### config.mk
export PLATFORM = sky130hd
export DESIGN_NAME = register_64
export DESIGN_NICKNAME = d
export VERILOG_FILES = /design/src/rtl/register_64.sv
export SDC_FILE = /design/constraint.sdc
export NUM_CORES = 1
export LEC_CHECK = 0
export BUFFER_PORTS_ARGS = -buffer_cell sky130_fd_sc_hd__buf_2
export CAP_MARGIN = 10
export CORE_MARGIN = 8
export CORE_UTILIZATION = 54
export CTS_BUF_LIST = sky130_fd_sc_hd__clkbuf_8
export CTS_CLUSTER_DIAMETER = 100
export DETAILED_ROUTE_END_ITERATION = 8
export PLACE_DENSITY = 0.88
export SYNTH_ARGS = -nofsm -noshare
export SYNTH_HDL_FRONTEND = slang
export SYNTH_SLANG_ARGS = --single-unit
### constraint.sdc
create_clock -name clk -period 1.2 [get_ports clk]
set_input_delay 0.18 -clock clk [delete_from_list [all_inputs] [get_ports clk]]
set_output_delay 0.18 -clock clk [all_outputs]
set_load 0.05 [all_outputs]
### src/rtl/register_64.sv
// WIDTH-bit load-enable register with asynchronous active-low clear.
// Each bit is a separate flop with its own load/hold select, replicated by a generate loop.

module register_64_bit (
  input  logic clk,
  input  logic reset,
  input  logic load,
  input  logic d,
  output logic q
);
  logic bit_d;
  logic bit_q;

  // write_en=1 takes the new input, otherwise recirculate the stored value
  always_comb begin
    bit_d = bit_q;
    if (load) bit_d = d;
  end

  always_ff @(posedge clk or negedge reset) begin
    if (!reset) bit_q <= 1'b0;
    else        bit_q <= bit_d;
  end

  assign q = bit_q;
endmodule

module register_64 #(
  parameter int WIDTH = 64
) (
  input  logic             clk,
  input  logic             reset,
  input  logic             write_en,
  input  logic [WIDTH-1:0] DataIn,
  output logic [WIDTH-1:0] DataOut
);
  // One shared enable feeds every bit, so all bits load on the same edge
  for (genvar i = 0; i < WIDTH; i++) begin : g_bit
    register_64_bit u_bit (
      .clk   (clk),
      .reset (reset),
      .load  (write_en),
      .d     (DataIn[i]),
      .q     (DataOut[i])
    );
  end
endmodule

==> run summary, run 1 <==
Status - finished, final reports clean
Area contributors post-synth - dfrtp_1 51%, mux2_4 29%, buf_4 15%, buf_12 3.8%, mux2_2 1.4%
Largest net degree at the start of global routing - 65
Synth cell types - 6
Setup violations, final - 0
Die H - 92.49 um
CP required - 1.02 ns
Most common cell after layout, fill and taps aside - buf_2
Max Slew Vio Count - 0
Int Pwr - 4.112 mW
I/O pin total - 131
Core area - 5781 um^2
Delay-heaviest family, CP - flip-flops
H-tree depth - 3
Seq/Total Area, Yosys - 50.69%
Mapped Nets - 266
Number of diodes - 0
Seq cells post-synth - 64
CTS Buffer Depth - 2
Post-Route Setup TNS - 0 ns
Die ar. - 8554 um^2
Via density - 4.582
Overall Global Routing Usage - 13.98%
Layout fillers - 444
Vias after detailed routing - 1622
CTS buffer count - 9
Relative slew slack - 78.13%
Initial Utilization - 54.65%
IO Port Bufs - 130
Avg Cell Area, Syn - 15.88 um^2
Minimum clock period - 1.133 ns
CP max FO - 2
Synthesized netlist cell count - 199
GR Overflow Total - 0
Startpoint types - flop
Clock Sinks - 64
RSZ-0062 raised after global routing - no
Routed len/inst - 16.32 um
Critical path class - reg -> out
Worst-Margin Slew - 0.3281 ns
Fin area - 3602 um^2
Cell Chain, Critical Path - buf_2
CTS resizes - 0
CP max stage delay - 0.36 ns
Fmax - 0.8824 GHz
Worst hold path type - in -> reg
Root Buffer - clkbuf_8
Worst-path clk slew - 0.07 ns
Power Dens Cells - 1676 nW/um^2
Worst hold slack - 0.08309 ns
Initial DRC count - 19
Synth warn - 0
DRC viols - 0
Crit path DAT - 0.95 ns
Routability congestion estimate - 0.7053
Final hold violations - 0
Crit. End Element - output port
Register share of total power - 41.3%
Top-area cell type share of the netlist area - 50.69%
Combinational power share - 27.0%
Layout cells sized above 1 - 76.34%
Worst ir drop on vdd - 819.2 uV
Clk Latency, worst-skew pair - 0.31 ns
Top cell type by total area after synthesis - dfrtp_1
Routed Antenna Nets - 0
Hpwl dp - 4411 um
FP Rows - 28
Net count, final - 341
Setup Skew - 0 ns
Die W - 92.49 um
Vias in the first global route - 1891
Syn-to-layout area delta - 14.02%
Drt first pass iters - 4
Most frequent cells in the layout - 129 x buf_2, 64 x dfrtp_1, 60 x mux2_4
LEAKAGE - 1.929 nW
Post-CTS setup buffers - 0
Initial antenna violation count - 0
Mapped Area - 3159 um^2
Worst path slowest cell - dfrtp_1
Sw Share - 31.91%
Period utilization - 94.44%
MaxCap Viol Count - 0
Max reg flops - 64
CP Buf/Inv Count - 1
Global-route wire length before repair - 9397 um
Total Wirelength - 5778 um
CTS tree - done
Psw - 1.927 mW
Clock network fraction of design power - 31.8%
Placed Area - 3374 um^2
logic make-up (layout without fill, tap and decap cells):
kind of cell / count (synthesis) / count (layout) / share of synthesized area [%]
buf+inv: 71 / 151 / 19.37
mux: 64 / 64 / 29.94
flops: 64 / 64 / 50.69
cell type report:
class                      count  area, um^2  share of cell area [%]
clock buffer                  13       178.9                   4.967
clock inverter                 3       38.79                   1.077
multi-input combinational     64       945.9                   26.26
sequential                    64        1602                   44.46
tap                           75       93.84                   2.605
timing repair buffer         135       743.2                   20.63
synthesized netlist by cell type:
| master | instances |
|---|---|
| dfrtp_1 | 64 |
| buf_12 | 6 |
| buf_6 | 1 |
| mux2_2 | 4 |
| buf_4 | 64 |
| mux2_4 | 60 |
path summary, 6_finish.rpt:
check | slack (ns) | cells after the start | startpoint | to
min in group asynchronous | 0.42 | 3 | reset | g_bit[62].u_bit.q
setup / recovery | 0.07 | 1 | g_bit[60].u_bit.q | DataOut[60]
hold / removal | 0.08 | 2 | DataIn[63] | g_bit[63].u_bit.q
hold reg to reg | 0.51 | 1 | g_bit[4].u_bit.q | g_bit[4].u_bit.q
setup reg to reg | 0.43 | 1 | g_bit[32].u_bit.q | g_bit[32].u_bit.q
max in group asynchronous | 0.51 | 3 | reset | g_bit[54].u_bit.q
layer usage:
layer	track usage (%)	vias to the layer above	wire length, um
met5	0	-	0
met4	5.638	0	46
met3	5.987	5	508
met2	22.41	78	2839
met1	16.15	787	2383
li1	-	752	-
metrics by stage:
| step | setup WS (ns) | cells | util [%] | total power [mW] |
|---|---|---|---|---|
| global placement | 0.1447 | 337 | 58.38 | 4.139 |
| finish | 0.06675 | 354 | 62.32 | 6.039 |
| detailed placement | 0.1348 | 337 | 58.38 | 4.174 |
| floorplan | 0.2887 | 199 | - | 4.064 |
| CTS | 0.04241 | 354 | 62.32 | 6.124 |
| global route | 0.005243 | 354 | 62.32 | 6.319 |
what timing repair did:
item / 4_1_cts / 5_1_grt
endpoints found under the hold margin: 64 / 0
endpoints found under the setup margin: 0 / 0
hold buffers: 1 / 0
power by group through the flow:
stage	Sequential [mW]	Combinational [mW]	Clock, mW
floorplan	2.50	1.57	0
global placement	2.52	1.62	0
detailed placement	2.53	1.65	0
CTS	2.49	1.65	1.98
global route	2.52	1.70	2.10
finish	2.49	1.63	1.92
Note: power is estimated with default switching activity, not from simulation.
==> inputs of run 2 (changes only) <==
--- a/config.mk
+++ b/config.mk
@@ -13,6 +13,7 @@
 export CTS_CLUSTER_DIAMETER = 100
 export DETAILED_ROUTE_END_ITERATION = 8
 export PLACE_DENSITY = 0.88
+export RECOVER_POWER = 25
 export SYNTH_ARGS = -nofsm -noshare
 export SYNTH_HDL_FRONTEND = slang
 export SYNTH_SLANG_ARGS = --single-unit
==> run 2 against run 1 <==
Effect of this change: combinational power barely moved; largest cell class unchanged; global-route usage unchanged; highest routed layer unchanged; worst hold slack unchanged; largest power group unchanged; sequential cell count did not move; worst setup slack is the same; critical endpoint unchanged; register-to-register slack about the same; via count stayed put; core utilization shrank 0.15 points; clock power about the same.
==> run summary, run 2 (synthesis gave the netlist of run 1 again) <==
Startpoint types - flop
Core area - 5781 um^2
I/O pin total - 131
LEAKAGE - 1.926 nW
Initial antenna violation count - 0
Crit path DAT - 0.95 ns
Routed Antenna Nets - 0
Die W - 92.49 um
Psw - 1.926 mW
Global-route wire length before repair - 9397 um
Initial Utilization - 54.65%
Worst-path clk slew - 0.07 ns
Worst hold path type - in -> reg
Clk Latency, worst-skew pair - 0.31 ns
Setup Skew - 0 ns
Worst hold slack - 0.08309 ns
Most common cell after layout, fill and taps aside - buf_2
Worst path slowest cell - dfrtp_1
Critical path class - reg -> out
Overall Global Routing Usage - 13.98%
MaxCap Viol Count - 0
CP max stage delay - 0.36 ns
RSZ-0062 raised after global routing - no
CP max FO - 2
Crit. End Element - output port
Minimum clock period - 1.133 ns
CTS Buffer Depth - 2
Most frequent cells in the layout - 129 x buf_2, 64 x dfrtp_1, 60 x mux2_4
Largest net degree at the start of global routing - 65
Sw Share - 31.92%
Delay-heaviest family, CP - flip-flops
Routability congestion estimate - 0.7053
Worst ir drop on vdd - 819.2 uV
Vias after detailed routing - 1622
Cell Chain, Critical Path - buf_2
CP Buf/Inv Count - 1
Post-Route Setup TNS - 0 ns
DRC viols - 0
Int Pwr - 4.108 mW
Routed len/inst - 16.32 um
Status - finished, final reports clean
Period utilization - 94.44%
GR Overflow Total - 0
Max reg flops - 64
CP required - 1.02 ns
Total Wirelength - 5777 um
Footprint of the multi-input gates - 945.9 um^2
Die ar. - 8554 um^2
Relative slew slack - 62.76%
Post-CTS setup buffers - 0
Vias in the first global route - 1891
Power Dens Cells - 1679 nW/um^2
CTS buffer count - 9
Layout fillers - 447
Clock network fraction of design power - 31.8%
Number of diodes - 0
Fmax - 0.8824 GHz
Die H - 92.49 um
Drt first pass iters - 4
Final hold violations - 0
Initial DRC count - 19
FP Rows - 28
Max Slew Vio Count - 0
Worst-Margin Slew - 0.5586 ns
Via density - 4.582
Setup violations, final - 0
Seq. cell area - 1602 um^2
Layout cells sized above 1 - 76.34%
Register share of total power - 41.3%
Net count, final - 341
Hpwl dp - 4411 um
Clock Sinks - 64
CTS tree - done
Syn-to-layout area delta - 13.74%
H-tree depth - 3
Combinational power share - 26.9%
Root Buffer - clkbuf_8
IO Port Bufs - 130
run 2: per-stage QoR:
stage	utilization (%)	power [mW]	cell area (um^2)	worst slack, ns	std cells
after floorplan	-	4.064	3159	0.2887	199
after global placement	58.38	4.139	3374	0.1447	337
after detailed placement	58.38	4.174	3374	0.1348	337
after CTS	62.32	6.124	3602	0.04241	354
after global routing	62.16	6.315	3593	0.005243	354
final	62.16	6.034	3593	0.06675	354
run 2: power by group through the flow:
stage | clock [mW] | combinational, mW | sequential (mW)
after detailed placement | 0 | 1.65 | 2.53
after global routing | 2.10 | 1.70 | 2.52
final | 1.92 | 1.62 | 2.49
after global placement | 0 | 1.62 | 2.52
after floorplan | 0 | 1.57 | 2.50
after CTS | 1.98 | 1.65 | 2.49
run 2: cell type report:
class                           count  area share, %
Timing Repair Buffer              135          20.44
Multi-Input combinational cell     64          26.32
Sequential cell                    64          44.57
Clock buffer                       13          4.979
Tap cell                           75          2.611
Clock inverter                      3          1.079
run 2: repair_timing:
action                                 in CTS  in global routing
hold buffers                                1                  0
endpoints found under the hold margin      64                  0
resized for setup                           0                  0
setup endpoints to repair                   0                  0
run 2: per-layer routing:
metal | global-route usage [%] | part of all wire (%)
met3 | 5.987 | 8.8
met1 | 16.15 | 41
met4 | 5.638 | 0.80
met5 | 0 | 0
met2 | 22.41 | 49
run 2: path summary, 6_finish.rpt:
kind	cells past startpoint	from	slack, ns	to
min	2	DataIn[63]	0.08	g_bit[63].u_bit.q
min reg2reg	1	g_bit[4].u_bit.q	0.51	g_bit[4].u_bit.q
max reg2reg	1	g_bit[32].u_bit.q	0.43	g_bit[32].u_bit.q
max in group asynchronous	3	reset	0.32	g_bit[54].u_bit.q
max	1	g_bit[60].u_bit.q	0.07	DataOut[60]
min in group asynchronous	3	reset	0.49	g_bit[62].u_bit.q
==> inputs of run 3 (changes only) <==
--- a/config.mk
+++ b/config.mk
@@ -7,6 +7,7 @@
 export LEC_CHECK = 0
 export BUFFER_PORTS_ARGS = -buffer_cell sky130_fd_sc_hd__buf_2
 export CAP_MARGIN = 10
+export CORE_ASPECT_RATIO = 0.6
 export CORE_MARGIN = 8
 export CORE_UTILIZATION = 54
 export CTS_BUF_LIST = sky130_fd_sc_hd__clkbuf_8
==> run 3 against run 2 <==
Effect of this change: sequential share of layout area decreased by 0.82 points; final area increased by 1.9%; die area increased by 0.94%; global-route usage increased by 1.2 points; routed wire length increased by 12%; register-to-register slack got worse by 0.02 ns; worst setup slack got worse by 0.020 ns; sequential power about the same; clock skew unchanged; sequential cell count unchanged; clock power increased by 3%; critical endpoint unchanged; largest cell class unchanged; largest power group unchanged.
==> run summary, run 3 (synthesis gave the netlist of run 1 again) <==
Max reg flops - 64
CTS tree - done
Startpoint types - flop
CP max stage delay - 0.36 ns
Clock network fraction of design power - 32.2%
Syn-to-layout area delta - 15.88%
Post-Route Setup TNS - 0 ns
Vias in the first global route - 1903
Most frequent cells in the layout - 105 x buf_2, 64 x dfrtp_1, 60 x mux2_4
Setup Skew - 0 ns
Initial antenna violation count - 0
FP Rows - 21
Hpwl dp - 4840 um
Die ar. - 8635 um^2
Worst path slowest cell - dfrtp_1
Cell Chain, Critical Path - buf_2
Crit path DAT - 0.97 ns
Relative slew slack - 57.75%
Setup violations, final - 0
Total power - 6.158 mW
Placed cells - 344
Routability congestion estimate - 0.7808
Minimum clock period - 1.153 ns
Core area - 5623 um^2
Routed len/inst - 17.84 um
CTS buffer count - 9
MaxCap Viol Count - 0
Power Dens Cells - 1682 nW/um^2
Fmax - 0.8670 GHz
Worst hold path type - in -> reg
Vias after detailed routing - 1677
Final Non-Filler Cells - 361
Int Pwr - 4.171 mW
LEAKAGE - 1.949 nW
Worst hold slack - 0.07040 ns
H-tree depth - 3
CP required - 1.02 ns
Die W - 114.7 um
Initial DRC count - 70
Worst ir drop on vdd - 839.8 uV
DRC viols - 0
Delay-heaviest family, CP - flip-flops
Worst-path clk slew - 0.07 ns
Period utilization - 96.12%
Initial Utilization - 56.19%
CTS Buffer Depth - 2
Drt first pass iters - 4
Post-CTS setup buffers - 0
Clock Sinks - 64
RSZ-0062 raised after global routing - no
Number of diodes - 0
Status - finished, final reports clean
GR Overflow Total - 0
Crit. End Element - output port
Sw Share - 32.27%
Critical path class - reg -> out
Worst-Margin Slew - 0.6337 ns
Global-route wire length before repair - 9825 um
CP Buf/Inv Count - 1
Root Buffer - clkbuf_8
Total Wirelength - 6442 um
Clk Latency, worst-skew pair - 0.33 ns
Register share of total power - 40.6%
Hold Path Origin - DataIn[8]
Crit. Startpoint - g_bit[60].u_bit.q
Combinational power share - 27.2%
Most common cell after layout, fill and taps aside - buf_2
Psw - 1.987 mW
Layout cells sized above 1 - 75.44%
Final hold violations - 0
Die H - 75.25 um
Routed Antenna Nets - 0
Largest net degree at the start of global routing - 47
IO Port Bufs - 130
Net count, final - 343
I/O pin total - 131
Fin util - 65.11%
Max Slew Vio Count - 0
RR Startpoint - g_bit[14].u_bit.q
CP max FO - 2
Via density - 4.645
Overall Global Routing Usage - 15.14%
run 3: cell count changes in the layout (fill, tap and decap cells not counted), sizes merged:
cell,change
clkbuf,+23
bufinv,+1
buf,-24
inv,+2
run 3: power by group through the flow:
stage	Clock [mW]	Sequential (mW)	Combinational (mW)
2_1_floorplan	0	2.50	1.57
3_3_place_gp	0	2.53	1.63
3_5_place_dp	0	2.53	1.66
4_1_cts	2.04	2.50	1.66
5_1_grt	2.16	2.53	1.74
6_report	1.98	2.50	1.67
run 3: final timing paths:
| check | slack (ns) | cells past startpoint | end |
|---|---|---|---|
| worst max-delay path | 0.05 | 1 | DataOut[60] |
| worst min-delay path | 0.07 | 2 | g_bit[8].u_bit.q |
| worst max register to register | 0.41 | 1 | g_bit[14].u_bit.q |
| worst min register to register | 0.50 | 1 | g_bit[15].u_bit.q |
| max in group asynchronous | 0.20 | 3 | g_bit[55].u_bit.q |
| min in group asynchronous | 0.46 | 3 | g_bit[6].u_bit.q |
run 3: layout make-up:
type	count	area (um^2)
Timing Repair Buffer	137	799.5
Sequential cell	64	1602
Multi-Input combinational cell	64	945.9
Clock inverter	6	76.32
Tap cell	80	100.1
Clock buffer	10	137.6
Fill cell	436	1962
run 3: repair_timing:
action,CTS,global route
gates resized for setup,0,23
endpoints found under the setup margin,0,23
hold buffers,1,0
endpoints found under the hold margin,64,0
run 3: stage by stage:
stage / setup slack, ns / cell area [um^2]
floorplan: 0.2887 / 3159
global placement: 0.1773 / 3396
detailed placement: 0.1618 / 3396
CTS: 0.01096 / 3620
global route: 0.0004334 / 3661
finish: 0.04662 / 3661
run 3: layer usage:
layer  GRT usage, %  up-vias  share of wire (%)  wire [um]
met5              0        -                  0          0
met4          5.202        0               0.73         47
met3          8.647        5                 12        744
met2          21.97       96                 43       2765
met1          18.56      825                 45       2884
li1               -      751                  -          -
